<file path="src/rtl/fetch_unit.sv">
// Instruction fetch stage: PC, single-outstanding imem req/ack, prefetch FIFO,
// and a decoded head word presented under valid/ready.
module fetch_unit #(
  parameter int unsigned     PC_W     = 8,
  parameter int unsigned     DEPTH    = 2,
  parameter logic [PC_W-1:0] RESET_PC = '0
) (
  input  logic            clk,
  input  logic            rst,
  input  logic            en,
  input  logic            redirect_valid,
  input  logic [PC_W-1:0] redirect_pc,
  output logic            imem_req,
  output logic [PC_W-1:0] imem_addr,
  input  logic            imem_ack,
  input  logic [31:0]     imem_rdata,
  output logic            out_valid,
  input  logic            out_ready,
  output logic [31:0]     instr,
  output logic [PC_W-1:0] instr_pc,
  output logic [5:0]      op,
  output logic [4:0]      rs,
  output logic [4:0]      rt,
  output logic [4:0]      rd,
  output logic [15:0]     imm16
);

  localparam int unsigned PTR_W = (DEPTH > 1) ? $clog2(DEPTH) : 1;
  localparam int unsigned CNT_W = $clog2(DEPTH) + 1;
  localparam logic [CNT_W-1:0] DEPTH_C = CNT_W'(DEPTH);

  typedef enum logic [1:0] {
    S_IDLE,
    S_WAIT,
    S_DRAIN
  } state_t;

  state_t            state_q, state_d;
  logic [PC_W-1:0]   pc_q, pc_d;
  logic              req_q, req_d;
  logic [PC_W-1:0]   addr_q, addr_d;
  logic [PTR_W-1:0]  rd_ptr_q, rd_ptr_d;
  logic [PTR_W-1:0]  wr_ptr_q, wr_ptr_d;
  logic [CNT_W-1:0]  count_q, count_d;
  logic [31:0]       data_q [DEPTH];
  logic [31:0]       data_d [DEPTH];
  logic [PC_W-1:0]   tag_q  [DEPTH];
  logic [PC_W-1:0]   tag_d  [DEPTH];

  logic xfer;
  logic push;
  logic pop;

  assign out_valid = (count_q != '0);
  assign imem_req  = req_q;
  assign imem_addr = addr_q;
  assign instr     = out_valid ? data_q[rd_ptr_q] : '0;
  assign instr_pc  = out_valid ? tag_q[rd_ptr_q]  : '0;
  assign op        = instr[31:26];
  assign rs        = instr[25:21];
  assign rt        = instr[20:16];
  assign rd        = instr[15:11];
  assign imm16     = instr[15:0];

  always_comb begin
    state_d  = state_q;
    pc_d     = pc_q;
    req_d    = req_q;
    addr_d   = addr_q;
    rd_ptr_d = rd_ptr_q;
    wr_ptr_d = wr_ptr_q;
    count_d  = count_q;
    data_d   = data_q;
    tag_d    = tag_q;
    xfer     = req_q && imem_ack;
    push     = 1'b0;
    pop      = 1'b0;

    if (redirect_valid) begin
      pc_d     = redirect_pc;
      rd_ptr_d = '0;
      wr_ptr_d = '0;
      count_d  = '0;
      // An unacked request must still complete on the bus; its data is dropped in DRAIN.
      if (state_q != S_IDLE && !xfer) begin
        state_d = S_DRAIN;
      end else begin
        state_d = S_IDLE;
        req_d   = 1'b0;
      end
    end else begin
      push = (state_q == S_WAIT) && xfer;
      pop  = out_valid && out_ready;
      count_d = count_q + CNT_W'(push) - CNT_W'(pop);
      if (push) begin
        data_d[wr_ptr_q] = imem_rdata;
        tag_d[wr_ptr_q]  = addr_q;
        wr_ptr_d         = wr_ptr_q + 1'b1;
      end
      if (pop) begin
        rd_ptr_d = rd_ptr_q + 1'b1;
      end

      unique case (state_q)
        S_IDLE: begin
          if (en && count_q < DEPTH_C) begin
            state_d = S_WAIT;
            req_d   = 1'b1;
            addr_d  = pc_q;
          end
        end
        S_WAIT: begin
          if (xfer) begin
            pc_d = pc_q + 1'b1;
            if (en && count_d < DEPTH_C) begin
              addr_d = pc_q + 1'b1;
            end else begin
              state_d = S_IDLE;
              req_d   = 1'b0;
            end
          end
        end
        S_DRAIN: begin
          if (xfer) begin
            state_d = S_IDLE;
            req_d   = 1'b0;
          end
        end
        default: begin
          state_d = S_IDLE;
          req_d   = 1'b0;
        end
      endcase
    end
  end

  always_ff @(posedge clk) begin
    if (rst) begin
      state_q  <= S_IDLE;
      pc_q     <= RESET_PC;
      req_q    <= 1'b0;
      addr_q   <= '0;
      rd_ptr_q <= '0;
      wr_ptr_q <= '0;
      count_q  <= '0;
      for (int unsigned i = 0; i < DEPTH; i++) begin
        data_q[i] <= '0;
        tag_q[i]  <= '0;
      end
    end else begin
      state_q  <= state_d;
      pc_q     <= pc_d;
      req_q    <= req_d;
      addr_q   <= addr_d;
      rd_ptr_q <= rd_ptr_d;
      wr_ptr_q <= wr_ptr_d;
      count_q  <= count_d;
      data_q   <= data_d;
      tag_q    <= tag_d;
    end
  end

endmodule

</file>
<file path="config.mk">
export PLATFORM = sky130hd
export DESIGN_NAME = fetch_unit
export DESIGN_NICKNAME = d
export VERILOG_FILES = /design/src/rtl/fetch_unit.sv
export SDC_FILE = /design/constraint.sdc
export NUM_CORES = 1
export LEC_CHECK = 0
export CAP_MARGIN = 20
export CORE_MARGIN = 4
export CORE_UTILIZATION = 48
export DETAILED_ROUTE_END_ITERATION = 10
export PLACE_DENSITY = 0.82
export SLEW_MARGIN = 20
export SYNTH_ARGS = -nofsm -noshare
export SYNTH_HDL_FRONTEND = slang
export SYNTH_SLANG_ARGS = --single-unit
export TNS_END_PERCENT = 50
</file>
<file path="constraint.sdc">
create_clock -name clk -period 3.3 [get_ports clk]
set_input_delay 0.825 -clock clk [delete_from_list [all_inputs] [get_ports clk]]
set_output_delay 0.825 -clock clk [all_outputs]
set_load 0.01 [all_outputs]
</file>
---- Yosys cells after proc, flatten, opt, wreduce, memory -nomap -nowiden ----
Cells that the tools add are included.
operators by class
  order comparisons ....................... 5
  $add $sub $neg .......................... 5
  muxes and demuxes ....................... 35
  bitwise gates (word level) .............. 3
  equal/unequal tests ..................... 10
  reductions and logical operators ........ 20
operators by type and width
  operator             count
  $mux 32              5
  $mux 8               11
  $bwmux 64            1
  $demux 32 s1         1
  $bwmux 16            1
  $pmux 8 s2           1
  $mux 2               6
  $ne 3x3->1 const B   4
  $reduce_and 5->1     2
  $reduce_bool 2->1    5
  $add 8x1->8 const B  1
  $demux 8 s1          1
  $logic_and 1x1->1    7
  $mux 1               6
  $ne 2x2->1 const B   3
  $pmux 2 s3           1
  $ge 2x2->1 const B   2
  $lt 2x2->1 const B   2
  $not 1->2            2
  $reduce_and 2->1     2
  $reduce_and 4->1     1
  $pmux 1 s3           1
  $add 1x1->1 const B  2
  $add 2x1->2          1
  other kinds (9)      9
storage, ports and cells
  flip-flop bits (word level) ............. 103
  output and inout port bits .............. 87
  bits of input ports ..................... 46
  word-level logic and storage cells ...... 89

---- Logic depth before layout (Yosys ltp) ----
  depth after elaboration ................. 10
  gate-level depth with buffers ........... 12

---- Worst setup path after synthesis ----
OpenSTA, ideal clock, no wires.
  path type ............................... input to register
  from .................................... input imem_ack
  to ...................................... register addr_q[0], in the netlist imem_addr[0]
  arrival time ............................ 2.574 ns
  stages on the path ...................... 11
  setup slack ............................. 0.646 ns
  library setup time ...................... 0.080 ns
  cells stage by stage .................... nand4b_1 > buf_2 > ha_1 > inv_1 > ha_1 > xnor3_1 > a31o_1 > buf_6 > and2_4 > buf_6 > a211oi_2
on the way
  word-level cells in the longest chain between the ends .. 8
RTL lines
  what                          RTL line  text
  start: declaration            15        input logic imem_ack,
  $logic_and 1x1->1 *           75        xfer = req_q && imem_ack;
  $logic_and 1x1->1             92        push = (state_q == S_WAIT) && xfer;
  $add 2x1->2                   94        count_d = count_q + CNT_W'(push) - CNT_W'(pop);
  $sub 2x1->2                   94
  $lt 2x2->1                    115       if (en && count_d < DEPTH_C) begin
  $logic_and 1x1->1             115
  $ne 2x1->1 (no line)          --
  $reduce_and 5->1 (no line) *  --
  end signal: assignment        154       addr_q <= addr_d;
  end: declaration              41        logic [PC_W-1:0] addr_q, addr_d;
Mark *: on every way between the ends. The rest lies on a longest branch, timed or not.
A chain may end at the register's enable or synchronous reset.

---- Worst setup path after layout ----
  from .................................... register rd_ptr_q
  to ...................................... output instr[23]
on the way
  word-level cells in the longest chain between the ends .. 5
RTL lines
  what                                         RTL line  text
  start: declaration                           42        logic [PTR_W-1:0] rd_ptr_q, rd_ptr_d;
  start signal: assignment                     155       rd_ptr_q <= rd_ptr_d;
  $not 1->2 (implied by the code)              57        assign instr = out_valid ? data_q[rd_ptr_q] : '0;
  $mux 32 (implied by the code) (3 in series)  57
  $mux 32                                      57
  end: declaration                             19        output logic [31:0] instr,
No other way between the ends. The select of a mux whose other input is x is not followed.

==> reports/metrics.csv <==
stage;metric;value;unit
timing;fmax;0.355;GHz
route;drt-initial-drc-count;329;
synthesis;synth_nets;665;
clock_tree;postCtsSetupBuffers;0;
setup_path;crit_arrival;1.99;ns
synthesis;synth_common_cells;nand2_1, dfxtp_1, a21oi_1, nor2_1, mux2i_1;
route;drtPass1Iterations;5;
synthesis;async_flop_share;0;%
finish;fin_nets;740;
global_route;grt_max_degree;104;
place;place_area;6000;sq um
power_and_ir_drop;max-vdd-ir-drop;0.000265;V
floorplanning;rows;36;
setup_path;endpoint_kind;primary output;
route;drt-total-wl;12300;microns
job;maxCapViolations;0;
global_route;overflow;0;
route;via_per_inst;5.25;
timing;rsz0062_at_grt;false;
synthesis;yosysMostFrequentCell;nand2_1;
route;ant_nets;0;
floorplanning;die_area;11800;sq um
clock_tree;cts_tree;done;
clock_tree;htreeDepth;3;
floorplanning;die_x;109;microns
timing;fin_hold_ws;0.458;ns
clock_tree;cts_sinks;103;
synthesis;yosys.area.top_type;dfxtp_1;
power_and_ir_drop;seqPwrFrac;56.7;%
synthesis;syn_avg_cell_area;7.88;sq um
power_and_ir_drop;power.density;365;nW/um^2
synthesis;synth_area_leaders;dfxtp_1, nand2_1, a21oi_1;
global_route;grt_pass1_vias;4224;
place;portBuffers;132;
power_and_ir_drop;combPwrFrac;8.2;%
setup_path;start_kind;register;
route;drc_errors;0;
finish;area_growth;27.8;%
setup_path;critical_path_required;2.47;ns
worst_hold_path;hold_path_class;reg2reg;
setup_path;path_class;reg2out;
clock_tree;numCtsBuffers;9;
global_route;track_usage;21.3;%
floorplanning;io_pins;133;
power_and_ir_drop;clock_power_share;35.2;%
floorplanning;coreArea;9820;sq um
place;gp_congestion;0.796;
synthesis;ys_types;41;
clock_tree;hold_buffers;0;
synthesis;synth_top_area_share;42.5;%
route;wl_per_cell;14.8;microns
timing;finalCritPeriodShare;85.4;%
power_and_ir_drop;swShare;24.2;%
synthesis;synth_cells;616;
synthesis;ys.flop_type;dfxtp_1;
route;vias;4353;
timing;skew;0.00591;ns
synthesis;yosysWarnings;0;
finish;fill_cells;879;
clock_tree;clock_latency;0.36;ns
global_route;antenna_found_initial;0;
finish;drive_gt1_share;6.75;%
place;dp_hpwl;8270;microns
floorplanning;die_h;109;microns
clock_tree;ctsRootBufferMaster;clkbuf_8;
synthesis;ys_ff_latch;103;
synthesis;synth-edff-count;0;
status;outcome;completed;
clock_tree;ctsLongestPathBuffers;2;
power_and_ir_drop;power_leakage;0.00187;uW
clock_tree;clkTransAtPathRegs;0.10;ns
synthesis;yosysSeqAreaShare;42.5;%
timing;timing.setup.tns;0;ns
synthesis;syn_area;4860;sq um
timing;fin_crit;2.82;ns
finish;diodes;0;
timing;worst_pin_slew;0.483;ns
power_and_ir_drop;p_sw;547;uW
global_route;grt_pass1_wl;20100;microns
floorplanning;start_util;49.5;%
power_and_ir_drop;p_int;1720;uW
timing;slew_headroom;67.8;%
setup_path;crit_fanout;23;
timing;final-hold-violation-count;0;
finish;final_area;6210;sq um
timing;setup_violations;0;
clock_tree;cts_resized;0;
timing;final-max-slew-violation-count;0;
==> final timing paths <==
| path | cells after the start | start | slack (ns) | end |
|---|---|---|---|---|
| setup / recovery | 4 | rd_ptr_q$_SDFFE_PP0P_ | 0.48 | instr[23] |
| hold / removal | 2 | data_q[15]$_SDFFE_PP0P_ | 0.46 | data_q[15]$_SDFFE_PP0P_ |
| setup reg to reg | 10 | count_q[0]$_SDFF_PP0_ | 1.01 | imem_addr[5]$_SDFFE_PP0P_ |
| hold reg to reg | 2 | data_q[15]$_SDFFE_PP0P_ | 0.46 | data_q[15]$_SDFFE_PP0P_ |
==> kinds of logic after synthesis <==
| group | after synthesis | synth area share, % |
|---|---|---|
| flip-flops | 103 | 42.5 |
| buffers and inverters | 89 | 10.4 |
| XOR/XNOR | 14 | 2.81 |
| multiplexers | 42 | 8.66 |
| adder cells (fa/ha/maj) | 3 | 0.773 |
| AO/OA/AOI/OAI | 114 | 13.8 |
| AND/OR/NAND/NOR | 251 | 21.2 |
==> state kept, by name, indices dropped and copies added, names as in the netlist <==
name       cells
data_q        64
tag_q         16
imem_addr      8
pc_q           8
count_q        2
state_q        2
imem_req       1
rd_ptr_q       1
wr_ptr_q       1
==> area by class of cell <==
| type | instances | area [sq um] | share of cell area, % |
|---|---|---|---|
| Timing Repair Buffer | 147 | 1440 | 23.3 |
| Multi-Input combinational cell | 424 | 2300 | 37.1 |
| Sequential cell | 103 | 2060 | 33.2 |
| Clock buffer | 9 | 124 | 2.00 |
| Clock inverter | 7 | 81.3 | 1.31 |
| Inverter | 6 | 22.5 | 0.363 |
| Tap cell | 133 | 166 | 2.68 |
==> cell usage in the layout, fill, tap and decap left out, drive strengths merged, types with 5 or more instances in the layout <==
cell type      netlist  routed
a211oi              12      12
inv                  6       8
nor2                53      53
xnor2               11      11
buf                 50      16
nand2              164     164
nor3                10      10
clkbuf              33       9
clkdlybuf4s50        0     131
mux2i               42      42
a21oi               89      89
nand3                5       5
dfxtp              103     103
==> layer usage <==
layer | routed length (microns) | vias up | track usage (%)
met5 | 0 | - | 0
met4 | 128 | 0 | 4.96
met3 | 800 | 12 | 5.19
met2 | 6310 | 142 | 37.6
met1 | 5040 | 2053 | 26.0
li1 | - | 2146 | -
==> worst max-delay path: stages (launching register included) <==
cell	delay, ns
dfxtp_2	0.34
buf_4	0.38
mux2i_1	0.13
nor2_1	0.18
clkdlybuf4s50_1	0.57
==> power by group through the flow <==
stage	clock [uW]	combinational [uW]	sequential, uW
2_1_floorplan	0	83.8	1310
3_3_place_gp	0	177	1310
3_5_place_dp	0	183	1310
4_1_cts	825	184	1280
5_1_grt	868	199	1290
6_report	796	184	1280
==> metrics by stage <==
step           setup slack [ns]  utilization, %  power [uW]  std cells
6_report                  0.481            63.2        2260        829
5_1_grt                   0.366            63.2        2350        829
4_1_cts                   0.455            63.2        2290        829
3_5_place_dp              0.180            61.1        1490        813
3_3_place_gp              0.286            61.1        1490        813
2_1_floorplan             0.646               -        1390        616
(Power assumes the default switching activity.)
